$ cat config.mk
export PLATFORM = sky130hd
export DESIGN_NAME = load_store_buffer_unit
export DESIGN_NICKNAME = d
export VERILOG_FILES = /design/src/rtl/load_store_buffer_unit.sv
export SDC_FILE = /design/constraint.sdc
export NUM_CORES = 1
export LEC_CHECK = 0
export CORE_ASPECT_RATIO = 1.5
export CORE_MARGIN = 3
export CORE_UTILIZATION = 45
export DETAILED_ROUTE_END_ITERATION = 16
export PLACE_DENSITY = 0.69
export SETUP_SLACK_MARGIN = 0.5
export SLEW_MARGIN = 20
export SYNTH_ARGS = -nofsm -noshare
export SYNTH_HDL_FRONTEND = slang
export SYNTH_SLANG_ARGS = --single-unit
$ cat constraint.sdc
create_clock -name clk -period 4.2 [get_ports clk]
set_input_delay 0.42 -clock clk [delete_from_list [all_inputs] [get_ports clk]]
set_output_delay 0.42 -clock clk [all_outputs]
set_load 0.05 [all_outputs]
$ cat src/rtl/load_store_buffer_unit.sv
// Load/store unit with a circular store buffer. Loads that hit a buffered
// store are forwarded from the youngest matching entry. Loads that miss go
// to memory ahead of the buffered stores. The buffer drains one write at a
// time whenever the unit is idle and no load is being accepted.
module load_store_buffer_unit #(
    parameter int unsigned AW    = 32,
    parameter int unsigned DW    = 32,
    parameter int unsigned DEPTH = 4
) (
    input  logic                     clk,
    input  logic                     reset,
    input  logic                     st_valid,
    output logic                     st_ready,
    input  logic [AW-1:0]            st_addr,
    input  logic [DW-1:0]            st_data,
    input  logic                     ld_valid,
    output logic                     ld_ready,
    input  logic [AW-1:0]            ld_addr,
    output logic                     ld_resp_valid,
    output logic [DW-1:0]            ld_resp_data,
    output logic                     mem_req_valid,
    input  logic                     mem_req_ready,
    output logic                     mem_req_we,
    output logic [AW-1:0]            mem_req_addr,
    output logic [DW-1:0]            mem_req_wdata,
    input  logic                     mem_rsp_valid,
    input  logic [DW-1:0]            mem_rsp_data,
    output logic [$clog2(DEPTH):0]   sb_count,
    output logic                     sb_full,
    output logic                     sb_empty
);

    localparam int unsigned PW = $clog2(DEPTH);
    localparam int unsigned CW = PW + 1;

    typedef enum logic [1:0] {IDLE, ST_REQ, LD_REQ, LD_WAIT} state_t;

    state_t          state;
    logic [AW-1:0]   sb_addr [DEPTH];
    logic [DW-1:0]   sb_data [DEPTH];
    logic [PW-1:0]   head;
    logic [PW-1:0]   tail;
    logic            push;
    logic            pop;
    logic            ld_acc;
    logic            fwd_hit;
    logic [DW-1:0]   fwd_data;

    assign sb_full  = (sb_count == CW'(DEPTH));
    assign sb_empty = (sb_count == '0);
    assign st_ready = !sb_full;
    assign ld_ready = (state == IDLE);
    assign push     = st_valid && st_ready;
    assign ld_acc   = ld_valid && ld_ready;
    assign pop      = (state == ST_REQ) && mem_req_ready;

    // Forwarding lookup: scan oldest to youngest over valid entries so the
    // youngest match is the one left standing.
    always_comb begin
        fwd_hit  = 1'b0;
        fwd_data = '0;
        for (int unsigned k = 0; k < DEPTH; k++) begin
            if ((CW'(k) < sb_count) && (sb_addr[head + PW'(k)] == ld_addr)) begin
                fwd_hit  = 1'b1;
                fwd_data = sb_data[head + PW'(k)];
            end
        end
    end

    // Store buffer entry storage; validity comes from head/count only.
    always_ff @(posedge clk) begin
        if (push) begin
            sb_addr[tail] <= st_addr;
            sb_data[tail] <= st_data;
        end
    end

    // Buffer pointers and occupancy count.
    always_ff @(posedge clk or posedge reset) begin
        if (reset) begin
            head     <= '0;
            tail     <= '0;
            sb_count <= '0;
        end else begin
            if (push) tail <= tail + PW'(1);
            if (pop)  head <= head + PW'(1);
            case ({push, pop})
                2'b10:   sb_count <= sb_count + CW'(1);
                2'b01:   sb_count <= sb_count - CW'(1);
                default: sb_count <= sb_count;
            endcase
        end
    end

    // Control FSM with registered memory request and load response outputs.
    always_ff @(posedge clk or posedge reset) begin
        if (reset) begin
            state         <= IDLE;
            ld_resp_valid <= 1'b0;
            ld_resp_data  <= '0;
            mem_req_valid <= 1'b0;
            mem_req_we    <= 1'b0;
            mem_req_addr  <= '0;
            mem_req_wdata <= '0;
        end else begin
            ld_resp_valid <= 1'b0;
            case (state)
                IDLE: begin
                    if (ld_acc) begin
                        if (fwd_hit) begin
                            ld_resp_valid <= 1'b1;
                            ld_resp_data  <= fwd_data;
                        end else begin
                            state         <= LD_REQ;
                            mem_req_valid <= 1'b1;
                            mem_req_we    <= 1'b0;
                            mem_req_addr  <= ld_addr;
                        end
                    end else if (!sb_empty) begin
                        state         <= ST_REQ;
                        mem_req_valid <= 1'b1;
                        mem_req_we    <= 1'b1;
                        mem_req_addr  <= sb_addr[head];
                        mem_req_wdata <= sb_data[head];
                    end
                end
                ST_REQ: begin
                    if (mem_req_ready) begin
                        state         <= IDLE;
                        mem_req_valid <= 1'b0;
                    end
                end
                LD_REQ: begin
                    if (mem_req_ready) begin
                        state         <= LD_WAIT;
                        mem_req_valid <= 1'b0;
                    end
                end
                LD_WAIT: begin
                    if (mem_rsp_valid) begin
                        state         <= IDLE;
                        ld_resp_valid <= 1'b1;
                        ld_resp_data  <= mem_rsp_data;
                    end
                end
                default: state <= IDLE;
            endcase
        end
    end

endmodule

=== Word-level counts from Yosys, hierarchy flattened ===
Memory sizes are Yosys's and may differ from the RTL's.
Index checks and enable logic that the tools add are counted.

* Memory bits (writable): 256
* Output and inout bits: 106
* Memories kept: 2
* Flip-flop bits (word level): 108

{| class="wikitable"
|+ Memory list
! name !! words !! width !! rd ports !! clocked after Yosys merged registers in !! wr ports !! RTL line !! text
|-
| sb_addr || 4 || 32 || 4 || 0 || 1 || 39 || <nowiki>logic [AW-1:0] sb_addr [DEPTH];</nowiki>
|-
| sb_data || 4 || 32 || 4 || 0 || 1 || 40 || <nowiki>logic [DW-1:0] sb_data [DEPTH];</nowiki>
|}

* Multiplexer cells: 36
* Add/sub/neg operators: 6
* Bitwise gates (word level): 2
* Order comparisons: 4
* Reductions and logical operators: 19
* Equality and inequality tests: 20

{| class="wikitable"
|+ Operators by type and width
! operator !! number
|-
| $mux 32 || 10
|-
| $eq 32x32->1 || 4
|-
| $pmux 32 s2 || 1
|-
| $mux 1 || 15
|-
| $mux 2 || 6
|-
| $ne 2x1->1 const B || 4
|-
| $ne 2x2->1 const B || 4
|-
| $pmux 2 s4 || 1
|-
| $reduce_and 4->1 || 2
|-
| $logic_and 1x1->1 || 7
|-
| $eq 2x2->1 const B || 3
|-
| $lt 1x3->1 const A || 2
|-
| $lt 2x3->1 const A || 2
|-
| $pmux 3 s2 || 1
|-
| $reduce_and 3->1 || 2
|-
| $reduce_bool 2->1 || 3
|-
| $reduce_and 5->1 || 1
|-
| $add 2x1->2 const B || 2
|-
| $add 2x2->2 const B || 2
|-
| $eq 2x1->1 const B || 2
|-
| $pmux 1 s2 || 2
|-
| $add 3x1->3 const B || 1
|-
| $eq 3x3->1 const B || 1
|-
| $logic_not 3->1 || 1
|-
| 7 further kinds || 8
|}

=== Logic depth before layout (Yosys ltp) ===
An unclocked memory read counts as a cell.

* Word-level depth: 10
* Mapped depth: 17
* Depth with buffers taken out: 10

=== Worst setup path before layout ===
OpenSTA, ideal clock, no wires.

* Path type: reg2reg
* From: register sb_count[0]
* To: memory sb_addr[0][0] (enable)
* Setup time: 0.429 ns
* Required time: 3.771 ns
* Path slack: 0.602 ns
* Period minus slack after synthesis: 3.598 ns
* Arrival time: 3.169 ns
* Path buffers: 0
* Stages on the path, launching flop included: 5
* Cells stage by stage: dfrtp_1 inv_1 ha_1 nand2_1 and3_1

* Cells in the longest elaborated chain, start to end: 5

{| class="wikitable"
|+ RTL lines
! element !! RTL line !! text
|-
| from (decl) || 28 || <nowiki>output logic [$clog2(DEPTH):0] sb_count,</nowiki>
|-
| from (signal assigned) || 88 || <nowiki>2'b10: sb_count <= sb_count + CW'(1);</nowiki>
|-
| from (signal assigned) || 89 || <nowiki>2'b01: sb_count <= sb_count - CW'(1);</nowiki>
|-
| from (signal assigned) || 90 || <nowiki>default: sb_count <= sb_count;</nowiki>
|-
| $eq 3x3->1 || 49 || <nowiki>assign sb_full = (sb_count == CW'(DEPTH));</nowiki>
|-
| $logic_not 1->1 || 51 || <nowiki>assign st_ready = !sb_full;</nowiki>
|-
| via st_ready || 13 || <nowiki>output logic st_ready,</nowiki>
|-
| $logic_and 1x1->1 || 53 || <nowiki>assign push = st_valid && st_ready;</nowiki>
|-
| $mux 1 || 72 || <nowiki>if (push) begin</nowiki>
|-
| $mux 1 (implied by the code) || 73 || <nowiki>sb_addr[tail] <= st_addr;</nowiki>
|-
| to (decl) || 39 ||
|}

The timed path passes the listed nets, and every way through them passes these cells.

=== Worst setup path after layout ===
* From: register head[0]
* To: register ld_resp_data[17]

* Cells in the longest elaborated chain, start to end: 10

{| class="wikitable"
|+ RTL lines
! element !! RTL line !! text
|-
| from (decl) || 41 || <nowiki>logic [PW-1:0] head;</nowiki>
|-
| from (signal assigned) || 86 || <nowiki>if (pop) head <= head + PW'(1);</nowiki>
|-
| $add 2x1->2 / $mem_v2 4x32 (equally long branches) || -- ||
|-
| $mem_v2 4x32 / $eq 32x32->1 (equally long branches) || -- ||
|-
| $eq 32x32->1 / $logic_and 1x1->1 (equally long branches) || 63 || <nowiki>if ((CW'(k) < sb_count) && (sb_addr[head + PW'(k)] == ld_addr)) begin</nowiki>
|-
| $logic_and 1x1->1 / $mux 32 (equally long branches) || 63 ||
|-
| $mux 32 (3 in a row) || 63 ||
|-
| $mux 32 || 110 || <nowiki>if (fwd_hit) begin</nowiki>
|-
| $mux 32 || 109 || <nowiki>if (ld_acc) begin</nowiki>
|-
| $pmux 32 s2 || 107 || <nowiki>case (state)</nowiki>
|-
| to (signal assigned) || 112 || <nowiki>ld_resp_data <= fwd_data;</nowiki>
|-
| to (signal assigned) || 143 || <nowiki>ld_resp_data <= mem_rsp_data;</nowiki>
|-
| to (decl) || 20 || <nowiki>output logic [DW-1:0] ld_resp_data,</nowiki>
|}

Parallel ways exist; a longest one is shown, timed or not. The select of a mux whose other input is x is not followed.
A chain may end at the register's enable or synchronous reset.

==> impl.org <==
** Power and ir drop
- Largest vdd supply drop :: 461.5 uV
- Of the total power, registers draw 0.254.
- In this run the power density over the cells is 803.1 nW/um^2.
- Internal power comes to 12.61 mW.
- Power share of the combinational group :: 0.580
- Of the total power, the share spent switching nets is 0.4227.
- Switching Power :: 9.234 mW
- Final Total Pwr :: 21.85 mW
- Clock share of power :: 0.166
- P_leak :: 10.05 nW

** Timing
- Based on the critical path, the design can be clocked at up to 260.6 MHz.
- Setup violations remaining at the end of the flow were counted as 0.
- Ratio of final minimum period to clock period :: 0.9136
- The worst pin sits at a relative slew slack of 0.3757.
- Clock period minus worst slack :: 3.837 ns
- Setup repair after global routing could not meet its margin everywhere.
- Total count of max-transition violations in the final report :: 0
- Sum of negative setup slack :: 0 ns
- The final hold violation count is 0.
- Clock skew on the completed layout was measured at 0.02826 ns.
- For the pin with the worst max-slew slack, the measured transition is 0.9365 ns.

** Route
- After detailed routing, the number of remaining DRC violations is 0.
- Routed WL :: 67,790 um
- After the first detailed-routing iteration, the DRC count stood at 1,348.
- After detailed routing, the average wire length per cell comes to 25.89 um.
- Detail-routed via count per cell :: 6.095
- Detailed routing inserted a total of 15,960 vias.
- Pre-Repair DR Iteration Count :: 5
- In this run the remaining antenna-violating nets after routing total 0.

** Die
- Total die area :: 50,500 sq um
- Num ports :: 240
- Core area :: 46,970 sq um
- Effective utilization at floorplan :: 0.4578
- Number of placement rows :: 97
- Die Ht :: 273.7 um
- X dimension of the die :: 184.5 um

** Logic synthesis
- Post-synthesis instance total :: 1,712
- Syn Std Cell Area :: 21,500 sq um
- Mean Syn Cell Area :: 12.56 sq um
- Complex-gate fraction of the synthesized area :: 0.09642
- During synthesis, Yosys emitted a total of 0 warnings.
- After synthesis, the share of flip-flops with an asynchronous set or reset is 0.2967.
- Most used DFF post-synth :: edfxtp_1
- Simple-gate portion of the synthesized area :: 0.06139
- Of the total synthesized cell area, the portion taken by full adders, half adders and majority gates is 0.007564.
- After synthesis the netlist holds a flip-flop and latch count of 364.
- Fraction of synthesized area in multiplexers :: 0.2640
- Of the total synthesized cell area, the portion taken by XOR and XNOR cells is 0.04603.
- Largest family of logic cells by synthesized area :: multiplexers
- Yosys cell types :: 67
- Counting every net in the synthesized netlist gives 1,859.
- Yosys mapped a number of flops with a built-in enable equal to 256.
- For this run, the register share of the synthesized area comes to 0.4832.

** Clock tree
- Clock latency on the worst-skew pair, taken at its later pin, is 0.55 ns.
- The number of clock buffers added by TritonCTS is 38.
- The H-tree was split into 2 levels.
- Maximum clock insertion buffer count :: 3
- Buffer cell driving the clock tree root :: clkbuf_16
- TritonCTS built the clock tree.
- The clock net in this run drives a total of 364 sinks.
- Clock-pin slew was measured on the worst setup and hold paths at 0.06 ns.

** Setup path
- The most critical setup path has its startpoint at head[0].
- R2r endpoint :: ld_resp_data[17]
- STA classifies the critical path endpoint as a flop.
- Worst Path Max Fanout :: 15
- At the worst endpoint, the required time is 4.62 ns.
- Setup slack on the worst reg-to-reg path comes out at 0.36 ns.
- Data arrival time of the worst path :: 4.26 ns
- STA classifies the critical path startpoint as a flop.
- Origin of the critical flop-to-flop path :: head[0]
- Measured in cells, the most critical reg-to-reg path has a length of 15.
- The worst setup path is of the reg -> reg kind.

** Placed design
- Routability-driven placement congestion ratio :: 0.9342
- Buffers placed on the I/O ports in this run total 239.
- Detailed placement finished with a half-perimeter wire length of 45,990 um.

** Final layout
- Area of the multi-input gates :: 10,560 sq um
- Synth-to-layout area growth :: 26.50%
- In the final layout, flip-flops and latches occupy 10,400 sq um.
- Number of nets in the finished design :: 2,139
- Top library cells by usage in the layout, fill and taps aside :: edfxtp_1, clkdlybuf4s50_1, mux2i_1
- Layout cells sized above 1 :: 0.2420
- Most common cell after layout, fill and taps aside :: edfxtp_1
- Counting the fill cells in the layout gives 3,745.

** Global routing
- Overflow after GRT :: 0
- The first global-routing pass estimated 97,880 um of wire.
- Entering global routing, the biggest net connects 103 pins.
- Global-route total usage across every layer :: 0.2554
- The number of antenna violations at the first check in global routing was 4.
- The number of global-route vias before repair came to 16,120.

** Job
- The tool flagged a number of max-cap violations equal to 0.

** Run status
- The run finished with clean final reports.

** Hold path
- The path class of the tightest hold or removal check is in -> async.
cell usage after synthesis (6+ instances only):
| library cell | instances | area (sq um) |
|---|---|---|
| o22ai_1 | 9 | 56.30 |
| nor3_1 | 6 | 30.03 |
| nor4_1 | 6 | 37.54 |
| nand2_1 | 127 | 476.7 |
| buf_1 | 19 | 71.32 |
| ha_1 | 13 | 162.7 |
| mux2_1 | 33 | 371.6 |
| dfrtp_1 | 108 | 2703 |
| mux2_2 | 122 | 1374 |
| buf_6 | 13 | 146.4 |
| clkbuf_1 | 75 | 281.5 |
| mux4_2 | 93 | 2095 |
| a21oi_1 | 78 | 390.4 |
| a2bb2oi_1 | 31 | 271.5 |
| o21ai_0 | 84 | 420.4 |
| mux2i_1 | 182 | 1822 |
| buf_4 | 10 | 75.07 |
| buf_2 | 27 | 135.1 |
| nand4_1 | 19 | 118.9 |
| a311oi_1 | 29 | 254.0 |
| nand2b_1 | 6 | 37.54 |
| nand3_1 | 6 | 30.03 |
| edfxtp_1 | 256 | 7687 |
| xnor2_1 | 101 | 884.6 |
| a211oi_1 | 29 | 217.7 |
| inv_1 | 30 | 112.6 |
| nor2_1 | 109 | 409.1 |
| xor2_1 | 12 | 105.1 |
per-stage QoR:
stage | hold WS (ns) | worst slack [ns] | instance area (sq um) | std cells | util
2_1_floorplan | 0.5120 | 0.6020 | 21500 | 1712 | -
3_3_place_gp | 0.4660 | 0.08977 | 24890 | 2501 | 0.5300
3_5_place_dp | 0.4737 | 0.1289 | 24890 | 2501 | 0.5300
4_1_cts | 0.4683 | 0.3972 | 26430 | 2578 | 0.5627
5_1_grt | 0.4901 | 0.3010 | 27200 | 2618 | 0.5792
6_report | 0.4127 | 0.3630 | 27200 | 2618 | 0.5792
power by group through the flow:
stage / clock network (mW) / logic (mW) / registers, mW
3_3_place_gp: 0 / 11.4 / 5.66
2_1_floorplan: 0 / 6.63 / 7.04
3_5_place_dp: 0 / 11.6 / 5.71
4_1_cts: 3.67 / 11.9 / 5.53
6_report: 3.62 / 12.7 / 5.56
5_1_grt: 3.81 / 13.4 / 5.65
layer usage:
metal,routed length [um],global-route usage
met1,24170,0.2901
met3,3976,0.03776
met2,35980,0.4660
met5,13,0
met4,3650,0.1224
state kept, by name (all words and copies together) (netlist names):
name,flops
sb_addr,128
sb_data,128
ld_resp_data,32
mem_req_addr,32
mem_req_wdata,32
sb_count,3
head,2
state,2
tail,2
ld_resp_valid,1
mem_req_valid,1
mem_req_we,1
how the worst max path moves through the flow:
stage	endpoint	depth (start not counted)
2_1_floorplan	sb_addr[0][0]	4
3_3_place_gp	ld_resp_data[0]	11
3_5_place_dp	ld_resp_data[1]	11
4_1_cts	ld_resp_data[30]	13
5_1_grt	ld_resp_data[0]	15
6_report	ld_resp_data[17]	15
what timing repair did:
item / 4_1_cts / 5_1_grt
pin swaps: 0 / 17
setup buffers: 7 / 28
setup endpoints to repair: 67 / 63
resized for setup: 17 / 57
hold buffers: 0 / 0
cloned: 1 / 9
layout make-up:
class,instances,area share
timing repair buffer,388,0.1488
tap,594,0.02732
multi-input combinational,1169,0.3881
sequential,364,0.3822
clock buffer,49,0.03836
inverter,31,0.004416
clock inverter,20,0.01053
antenna,3,0.0002760
cells by family (layout without fill, tap and decap cells):
kind of cell / Yosys count / count (layout)
adders and majority gates: 13 / 13
buffers and inverters: 179 / 488
muxes: 431 / 431
and+or+nand+nor: 303 / 303
other: 0 / 3
DFF: 364 / 364
xor gates and xnor gates: 113 / 113
AOI/OAI and AO/OA: 309 / 309
worst max-delay path: stages (launching register included):
cell and delay [ns]:
dfrtp_4 0.50, buf_12 0.14, clkbuf_16 0.16, buf_16 0.16, mux4_2 0.48, xnor2_2 0.20
nand4_1 0.18, nor4_2 0.38, buf_4 0.18, and4_4 0.23, a2111oi_4 0.06, nand3b_4 0.18
a2bb2oi_4 0.18, buf_12 0.16, clkbuf_16 0.17, mux2_2 0.33
No activity file was read; power rests on OpenSTA's default activity.
==> patch (config.mk and constraints unchanged) <==
Set the parameter `DW` to 48 (it was 32).
--- a/src/rtl/load_store_buffer_unit.sv
+++ b/src/rtl/load_store_buffer_unit.sv
@@ -6,3 +6,3 @@
     parameter int unsigned AW    = 32,
-    parameter int unsigned DW    = 32,
+    parameter int unsigned DW    = 48,
     parameter int unsigned DEPTH = 4
Ports: changed (resized ld_resp_data, mem_req_wdata, mem_rsp_data and st_data); port bits go from 240 to 304. No check against the original RTL was run, so the function may have changed too.
==> patch against the unedited design <==
  * Worst setup slack worse by 0.14 ns
  * Synthesized area increased by 31%
  * Routed wire length rose by 39%
  * Utilization down 0.31 points
  * Sequential cell count increased by 96
  * Largest cell class unchanged
  * Final area grew 30%
  * Power grew 30%
  * Critical endpoint is now ld_resp_data[44]
  * Clock skew shrank 0.0075 ns
==> patch: results (changes against the unedited design) <==
| Metric | Value |
|---|---|
| Slowest cell on the critical path | `or4_4` |
| Post-Synth Adder-Cell Area | `0.5796% (-0.18 points)` |
| Wl on met1 | `32.90 mm (+36%)` |
| Commonest cells in the netlist | `edfxtp_1 (320), mux4_2 (189), nand2_1 (177), mux2i_1 (165), dfrtp_1 (140)` |
| Pre-CTS setup slack | `0.05617 ns (-0.07270 ns)` |
| Largest net degree at the start of global routing | `217 (+110%)` |
| Worst setup margin | `0.2264 ns (-0.1366 ns)` |
| GP Congestion | `0.9862 (+5.6%)` |
| CP Data Arrival Time | `4.45 ns (+0.19 ns)` |
| Global-route met3 utilization | `4.431% (+0.66 points)` |
| Maximum vdd drop | `0.6063 mV (+31%)` |
| CP top delay family | `simple AND/OR/NAND/NOR gates` |
| Clock Latency Late Sink | `0.61 ns (+0.06 ns)` |
| Worst R2R End | `ld_resp_data[44]` |
| Post-Synthesis Net Count | `2371 (+28%)` |
| IO Port Bufs | `303 (+27%)` |
| Placed Cells incl. Taps | `3232 (+29%)` |
| Top post-synthesis cells by area | `edfxtp_1 (34%), mux4_2 (15%), dfrtp_1 (12%)` |
| Initial DRC Count | `1955 (+45%)` |
| Total GRT Usage | `27.86% (+2.3 points)` |
| Status | `complete, no violations` |
| Detail Placement HPWL | `64.19 mm (+40%)` |
| Post-cts sizing count | `77 (+60)` |
| Largest stage delay, worst path | `0.57 ns (+0.07 ns)` |
| Top flop regs | `sb_data (192), sb_addr (128)` |
| Sequential share of the synthesized area | `46.72% (-1.6 points)` |
| Worst rel slew slack | `29.76% (-7.8 points)` |
| Synth Area in Compound Gates | `10.69% (+1.0 points)` |
| Fillers | `4926 (+32%)` |
==> patch: cell count changes in the layout (fill, tap and decap cells not counted), sizes merged, moves of 48 or more <==
cell           before  now
clkdlybuf4s50     239  303
nor4                6   59
o211ai              2   50
edfxtp            256  320
nand2             127  177
mux4               93  189
inv                32   80
==> patch: metrics by stage <==
stage	utilization (%)	hold WS [ns]	total power, uW
CTS	57.06	0.2636	28120
global placement	53.03	0.4630	22430
floorplan	-	0.5189	17740
finish	57.60	0.2644	28360
detailed placement	53.03	0.4697	22740
global route	57.59	0.2884	29610
==> patch: cell type report <==
| type | count | share of cell area (%) |
|---|---|---|
| diodes | 6 | 0.04246 |
| clock buffers | 59 | 3.510 |
| clock inverters | 26 | 0.9483 |
| inverters | 77 | 0.8280 |
| multi-input cells | 1462 | 39.91 |
| flip-flops and latches | 460 | 37.10 |
| well taps | 791 | 2.799 |
| repair buffers | 484 | 14.85 |
==> patch: report_power, final <==
group,switching (uW),internal (uW)
registers,843,6190
clock network,1830,2540
logic,9360,7590
